==> src/rtl/uart_pkg.sv <==
// uart_pkg: register map, bit positions and TX FSM encoding
// shared by the UART MMIO front end.
package uart_pkg;

    localparam logic [1:0] REG_DATA   = 2'd0;
    localparam logic [1:0] REG_STATUS = 2'd1;
    localparam logic [1:0] REG_CTRL   = 2'd2;
    localparam logic [1:0] REG_RXCNT  = 2'd3;

    localparam int ST_RX_AVAIL = 0;
    localparam int ST_TX_FULL  = 1;
    localparam int ST_RX_OVR   = 2;
    localparam int ST_TX_IDLE  = 3;
    localparam int ST_IRQ      = 7;

    localparam int CT_RX_IE = 0;
    localparam int CT_TX_IE = 1;

    typedef enum logic [1:0] {
        TX_IDLE      = 2'd0,
        TX_WAIT_BUSY = 2'd1,
        TX_WAIT_DONE = 2'd2
    } tx_state_e;

    // A full 256-deep FIFO has a 9-bit count; clamp it into one byte.
    function automatic logic [7:0] sat_cnt(input logic [8:0] c);
        return c[8] ? 8'hFF : c[7:0];
    endfunction

endpackage

==> src/rtl/uart_mmio_fifo_if.sv <==
// uart_mmio_fifo_if: CPU-side register bus of the UART front end,
// master = address decoder / CPU, slave = uart_mmio_fifo.
interface uart_mmio_fifo_if;

    logic       cs;
    logic       we;
    logic [1:0] addr;
    logic [7:0] wdata;
    logic [7:0] rdata;
    logic       irq_n;

    modport master (
        output cs, we, addr, wdata,
        input  rdata, irq_n
    );

    modport slave (
        input  cs, we, addr, wdata,
        output rdata, irq_n
    );

endinterface

==> src/rtl/uart_mmio_fifo_sync_fifo.sv <==
// sync_fifo: single-clock show-ahead FIFO, power-of-two depth.
// A pop frees a slot for a push in the same cycle, even when full.
module sync_fifo #(
    parameter int WIDTH = 8,
    parameter int DEPTH = 16
) (
    input  logic                   clk,
    input  logic                   reset_n,
    input  logic                   push,
    input  logic                   pop,
    input  logic [WIDTH-1:0]       din,
    output logic [WIDTH-1:0]       dout,
    output logic [$clog2(DEPTH):0] count,
    output logic                   full,
    output logic                   empty
);

    localparam int AW = $clog2(DEPTH);
    localparam logic [AW:0]   FULL_CNT = (AW+1)'(DEPTH);
    localparam logic [AW:0]   CNT_ONE  = (AW+1)'(1);
    localparam logic [AW-1:0] PTR_ONE  = AW'(1);

    logic [WIDTH-1:0] mem [DEPTH];
    logic [AW-1:0]    wr_ptr;
    logic [AW-1:0]    rd_ptr;
    logic             do_push;
    logic             do_pop;

    assign empty   = (count == '0);
    assign full    = (count == FULL_CNT);
    assign do_pop  = pop & ~empty;
    assign do_push = push & (~full | do_pop);
    assign dout    = mem[rd_ptr];

    always_ff @(posedge clk) begin
        if (do_push) mem[wr_ptr] <= din;
    end

    always_ff @(posedge clk or negedge reset_n) begin
        if (!reset_n) begin
            wr_ptr <= '0;
            rd_ptr <= '0;
            count  <= '0;
        end else begin
            if (do_push) wr_ptr <= wr_ptr + PTR_ONE;
            if (do_pop)  rd_ptr <= rd_ptr + PTR_ONE;
            unique case ({do_push, do_pop})
                2'b10:   count <= count + CNT_ONE;
                2'b01:   count <= count - CNT_ONE;
                default: count <= count;
            endcase
        end
    end

endmodule

==> src/rtl/uart_mmio_fifo.sv <==
// uart_mmio_fifo: 6502 register front end for the UART core.
// RX/TX byte FIFOs, TX drain FSM and registered level interrupt.
module uart_mmio_fifo
    import uart_pkg::*;
#(
    parameter int DEPTH = 16
) (
    input  logic            clk,
    input  logic            reset_n,
    uart_mmio_fifo_if.slave bus,
    input  logic [7:0]      uart_rx_data,
    input  logic            uart_rx_ready,
    output logic [7:0]      uart_tx_data,
    output logic            uart_tx_start,
    input  logic            uart_tx_busy
);

    localparam int CW = $clog2(DEPTH) + 1;

    logic          rd_acc, wr_acc;
    logic          rx_pop, rx_drop;
    logic          rx_full, rx_empty;
    logic [7:0]    rx_dout;
    logic [CW-1:0] rx_count;
    logic          tx_push, tx_pop;
    logic          tx_full, tx_empty;
    logic [7:0]    tx_dout;
    logic [CW-1:0] tx_count;
    logic [7:0]    tx_nxt_head;
    logic [1:0]    ctrl_q;
    logic          rx_ovr_q;
    logic          tx_idle, irq;
    logic [7:0]    status;
    logic [7:0]    rd_mux;
    tx_state_e     state_q, state_d;

    assign rd_acc  = bus.cs & ~bus.we;
    assign wr_acc  = bus.cs & bus.we;
    assign rx_pop  = rd_acc & (bus.addr == REG_DATA) & ~rx_empty;
    assign rx_drop = uart_rx_ready & rx_full & ~rx_pop;
    assign tx_push = wr_acc & (bus.addr == REG_DATA) & ~tx_full;

    sync_fifo #(.WIDTH(8), .DEPTH(DEPTH)) u_rx_fifo (
        .clk     (clk),
        .reset_n (reset_n),
        .push    (uart_rx_ready),
        .pop     (rx_pop),
        .din     (uart_rx_data),
        .dout    (rx_dout),
        .count   (rx_count),
        .full    (rx_full),
        .empty   (rx_empty)
    );

    sync_fifo #(.WIDTH(8), .DEPTH(DEPTH)) u_tx_fifo (
        .clk     (clk),
        .reset_n (reset_n),
        .push    (tx_push),
        .pop     (tx_pop),
        .din     (bus.wdata),
        .dout    (tx_dout),
        .count   (tx_count),
        .full    (tx_full),
        .empty   (tx_empty)
    );

    assign tx_idle = (tx_count == '0) & (state_q == TX_IDLE)
                   & ~uart_tx_busy;
    assign irq = (ctrl_q[CT_RX_IE] & ~rx_empty)
               | (ctrl_q[CT_TX_IE] & tx_idle);

    always_comb begin
        status              = '0;
        status[ST_RX_AVAIL] = ~rx_empty;
        status[ST_TX_FULL]  = tx_full;
        status[ST_RX_OVR]   = rx_ovr_q;
        status[ST_TX_IDLE]  = tx_idle;
        status[ST_IRQ]      = irq;
    end

    always_comb begin
        rd_mux = '0;
        unique case (bus.addr)
            REG_DATA:   rd_mux = rx_empty ? 8'h00 : rx_dout;
            REG_STATUS: rd_mux = status;
            REG_CTRL:   rd_mux = {6'b0, ctrl_q};
            REG_RXCNT:  rd_mux = sat_cnt(9'(rx_count));
        endcase
    end

    always_ff @(posedge clk or negedge reset_n) begin
        if (!reset_n) begin
            bus.rdata <= '0;
            bus.irq_n <= 1'b1;
            ctrl_q    <= '0;
            rx_ovr_q  <= 1'b0;
        end else begin
            bus.irq_n <= ~irq;
            if (rd_acc) bus.rdata <= rd_mux;
            if (wr_acc && bus.addr == REG_CTRL)
                ctrl_q <= bus.wdata[1:0];
            // A new drop outranks a simultaneous clear.
            if (rx_drop)
                rx_ovr_q <= 1'b1;
            else if (wr_acc && bus.addr == REG_STATUS)
                rx_ovr_q <= 1'b0;
        end
    end

    always_comb begin
        state_d = state_q;
        tx_pop  = 1'b0;
        unique case (state_q)
            TX_IDLE: begin
                if (!tx_empty && !uart_tx_busy) begin
                    tx_pop  = 1'b1;
                    state_d = TX_WAIT_BUSY;
                end
            end
            TX_WAIT_BUSY: if (uart_tx_busy)  state_d = TX_WAIT_DONE;
            TX_WAIT_DONE: if (!uart_tx_busy) state_d = TX_IDLE;
            default:      state_d = TX_IDLE;
        endcase
    end

    assign uart_tx_start = tx_pop;

    // Pre-load the byte that will be at the head while idle, so the
    // launch cycle already presents it on the registered data output.
    assign tx_nxt_head = !tx_empty ? tx_dout
                       : (tx_push ? bus.wdata : uart_tx_data);

    always_ff @(posedge clk or negedge reset_n) begin
        if (!reset_n) begin
            state_q      <= TX_IDLE;
            uart_tx_data <= '0;
        end else begin
            state_q <= state_d;
            if (state_d == TX_IDLE) uart_tx_data <= tx_nxt_head;
        end
    end

endmodule

==> src/flat_wrapper.sv <==
// flat-port wrapper written by rule: the top's interface ports become plain ports
module uart_mmio_fifo_flat import uart_pkg::*;
#(
    parameter int DEPTH = 16
)
  (clk, reset_n, uart_rx_data, uart_rx_ready, uart_tx_data, uart_tx_start, uart_tx_busy, bus_cs, bus_we, bus_addr, bus_wdata, bus_rdata, bus_irq_n);
  uart_mmio_fifo_if bus_i ();
  input  logic clk;
  input  logic reset_n;
  input  logic [7:0] uart_rx_data;
  input  logic uart_rx_ready;
  output logic [7:0] uart_tx_data;
  output logic uart_tx_start;
  input  logic uart_tx_busy;
  input wire logic [$bits(bus_i.cs)-1:0] bus_cs;
  input wire logic [$bits(bus_i.we)-1:0] bus_we;
  input wire logic [$bits(bus_i.addr)-1:0] bus_addr;
  input wire logic [$bits(bus_i.wdata)-1:0] bus_wdata;
  output wire logic [$bits(bus_i.rdata)-1:0] bus_rdata;
  output wire logic [$bits(bus_i.irq_n)-1:0] bus_irq_n;
  assign bus_i.cs = bus_cs;
  assign bus_i.we = bus_we;
  assign bus_i.addr = bus_addr;
  assign bus_i.wdata = bus_wdata;
  assign bus_rdata = bus_i.rdata;
  assign bus_irq_n = bus_i.irq_n;
  uart_mmio_fifo #(.DEPTH(DEPTH)) u_core (.clk(clk), .reset_n(reset_n), .bus(bus_i), .uart_rx_data(uart_rx_data), .uart_rx_ready(uart_rx_ready), .uart_tx_data(uart_tx_data), .uart_tx_start(uart_tx_start), .uart_tx_busy(uart_tx_busy));
endmodule
==> config.mk <==
export PLATFORM = sky130hd
export DESIGN_NAME = uart_mmio_fifo_flat
export DESIGN_NICKNAME = d
export VERILOG_FILES = /design/src/rtl/uart_pkg.sv /design/src/rtl/uart_mmio_fifo_if.sv /design/src/rtl/uart_mmio_fifo_sync_fifo.sv /design/src/rtl/uart_mmio_fifo.sv /design/src/flat_wrapper.sv
export SDC_FILE = /design/constraint.sdc
export NUM_CORES = 1
export LEC_CHECK = 0
export ABC_CLOCK_PERIOD_IN_PS = 3800
export CORE_MARGIN = 3
export CORE_UTILIZATION = 45
export CTS_CLUSTER_DIAMETER = 40
export DETAILED_ROUTE_END_ITERATION = 10
export SLEW_MARGIN = 15
export SYNTH_ARGS = -nofsm -noshare
export SYNTH_HDL_FRONTEND = slang
export SYNTH_SLANG_ARGS = --single-unit
export TNS_END_PERCENT = 30
==> constraint.sdc <==
create_clock -name clk -period 3.8 [get_ports clk]
set_clock_uncertainty 0.05 [all_clocks]
set_input_delay 0.76 -clock clk [delete_from_list [all_inputs] [get_ports clk]]
set_output_delay 0.76 -clock clk [all_outputs]
set_load 0.01 [all_outputs]
==> metrics <==
CTS Buf Count=38; CTS Root Cell=clkbuf_16; Tmin final=3.220 ns; clk sinks=304; total power=10.80 mW; crit path from=u_core.u_tx_fifo.count[1]$_DFFE_PN0P_; setup repair bufs after CTS=0; r2r setup slk=0.68 ns; Max Cap Viol=0; Rows=60; nets=around 840; vias in the first global route=7084; post-synth net total=760; Ant. Diodes=0; core area=27180 µm²; # hold bufs at CTS=0; commonest non-fill, non-tap cell in the layout=edfxtp_1; Post-DRT Antenna Nets=0; # port buffers=just over 40; vias post-DR=between 6000 and 7000; DR pass1 iterations=5; Post-Synth Simple-Gate Area=5.163%; WL/cell=21.85 µm; Reg-to-Reg End=u_core.u_tx_fifo.count[4]$_DFFE_PN0P_; Synth Area in Adders=1.954%; Synth top area share=61.24%; drt first-iter violations=603; Least-Margin Pin Slew=1.055 ns; # setup viols final=0; reg2reg path depth=12; largest family of logic cells by synthesized area=multiplexers; syn_area_per_cell=17.51 µm²; YS warnings=0; worst hold slack=0.2153 ns; clk slew on worst S/H paths=about 0.06 ns; largest net degree at the start of global routing=36; die area=29930 µm²; highest clock rate=310.5 MHz; dpl hpwl=17340 µm; die height=173.0 µm; Compound-Gate Fraction of Synth Area=5.841%; ratio of cells with drive above 1 in the final layout=about a fifth; WS Path Type=reg -> out; multiplexer share of the synthesized area=approximately an eighth; Seq/Total Area, Yosys=70.82%; initial antenna violation count=0; remaining global-route overflow=0; first-pass GRT wire length=41080 µm; drt total wl=26180 µm; CP max FO=11; critical path capture point type=output pin; DP Area=about 13000 µm²; Critical path destination=uart_tx_start; top cells by area, synth=edfxtp_1, dfrtp_1, mux4_2; Layout area overhead=17.84%; critical path required time=roughly 3.0 ns; Final period util=between 80% and 90%; cells after synthesis=717; Max H-tree Level=2; Total GRT Usage=between 15 and 20%; CTS resizes=0; Final GP Congestion=0.8310; CTS Buffer Depth=3; startpoint types=register; leakage=5.118 nW; CTS tree=built; most frequent cells in the layout=edfxtp_1, dfrtp_1, mux2i_1; slew margin rel.=between 20% and 30%; Fillers=2200; IR Drop Worst-Case VDD=494.0 µV; Hold Vio Cnt, Final=0; post-synthesis cell type count=53; Yosys top cell by area=edfxtp_1; Via density=5.593; Skew-Pair Late Insertion Delay=0.53 ns; area of the mapped netlist=between 10000 and 15000 µm²; number of I/O pins=42; r2r startpoint=u_core.u_tx_fifo.count[1]$_DFFE_PN0P_; Die Span X=173.0 µm; status=finished, final reports clean; Worst EP arrival=2.41 ns; design area=between 10000 and 15000 µm²; RSZ-0062 raised after global routing=false; initial core utilization=46.19%; Post-Route Setup TNS=0 ns; drt drc=0; Synth Area in XOR/XNOR=1.675%; Min-Delay Path Class=in -> async; Final Max Tran Viols=0; PwrDens=730.2 nW/µm²; FF+latch count, synth=between 300 and 400
registers in the layout, indices dropped and copies added, names as in the netlist, 5 cells and up:
register and flops:
u_core.u_rx_fifo.mem 128, u_core.u_tx_fifo.mem 128, u_core.bus.rdata 8, u_core.uart_tx_data 8, u_core.u_rx_fifo.count 5, u_core.u_tx_fifo.count 5
metal layers:
layer  up-vias  routed length (µm)  global-route usage [%]
met2       186               13610                   30.72
li1       3003                   -                       -
met4         0                 680                   5.878
met5         -                   0                       0
met3        49                1335                   2.986
met1      3463               10550                   22.76
worst min path at each step:
stage	endpoint	slack, ns	startpoint
final	u_core.u_rx_fifo.rd_ptr[3]$_DFFE_PN0N_	0.22	reset_n
after CTS	u_core.u_rx_fifo.rd_ptr[3]$_DFFE_PN0N_	0.23	reset_n
after global routing	u_core.bus.rdata[6]$_DFFE_PN0N_	0.25	reset_n
after floorplan	u_core.bus.irq_n$_DFF_PN1_	0.36	u_core.ctrl_q[0]$_DFFE_PN0P_
after detailed placement	u_core.bus.irq_n$_DFF_PN1_	0.42	u_core.ctrl_q[0]$_DFFE_PN0P_
after global placement	u_core.bus.irq_n$_DFF_PN1_	0.43	u_core.ctrl_q[0]$_DFFE_PN0P_
Yosys cell counts (all sizes together):
master	number
a2111oi	1
a211oi	2
a21o	2
a21oi	15
a221o	4
a221oi	7
a22o	9
a22oi	17
a31oi	9
a32o	1
a32oi	10
and2	15
and3	2
buf	25
clkbuf	15
dfrtp	47
dfstp	1
edfxtp	256
fa	1
ha	18
inv	14
mux2	7
mux2i	41
mux4	46
nand2	28
nand2b	4
nand3	2
nand3b	1
nand4	5
nor2	37
nor2b	15
nor3	9
nor3b	1
nor4	6
o211ai	3
o21a	2
o21ai	10
o311a	1
o311ai	2
or3	1
or4	1
xnor2	14
xor2	10
worst max-delay path, stage by stage, from the launching register on:
cell and delay (ns):
dfrtp_1 0.49, nor4_4 0.48, nand2_1 0.09, buf_4 0.20, and2_1 0.15, clkdlybuf4s50_1 0.47
stage by stage:
stage / instances / setup slack, ns / utilization (%)
finish: 1198 / 0.5798 / 54.43
global route: 1198 / 0.4290 / 54.43
CTS: 1198 / 0.5752 / 54.43
detailed placement: 1128 / 0.2210 / 49.67
global placement: 1128 / 0.3556 / 49.67
floorplan: 717 / 0.6711 / -
layout make-up:
type                    count  area (µm²)  share of cell area (%)
inverters                  14       52.55                  0.3553
clock inverters            22       275.3                   1.861
multi-input cells         359        3385                   22.88
flip-flops and latches    304        8892                   60.12
clock buffers              48        1018                   6.885
repair buffers             79       703.2                   4.754
well taps                 372       465.4                   3.147
cells by family (layout without fill, tap and decap cells):
| group | Yosys count | after routing |
|---|---|---|
| flip-flops | 304 | 304 |
| XOR/XNOR | 24 | 24 |
| multiplexers | 94 | 94 |
| AND/OR/NAND/NOR | 127 | 127 |
| adder cells (fa/ha/maj) | 19 | 19 |
| buffers and inverters | 54 | 163 |
| AO/OA/AOI/OAI | 95 | 95 |
power by group:
part           leakage (nW)  total (mW)  internal, mW  switching [mW]
clock network         0.619        3.57          2.21            1.36
logic                  1.61        2.74          1.34            1.39
registers              2.89        4.49          4.00           0.486
(Power assumes the default switching activity.)
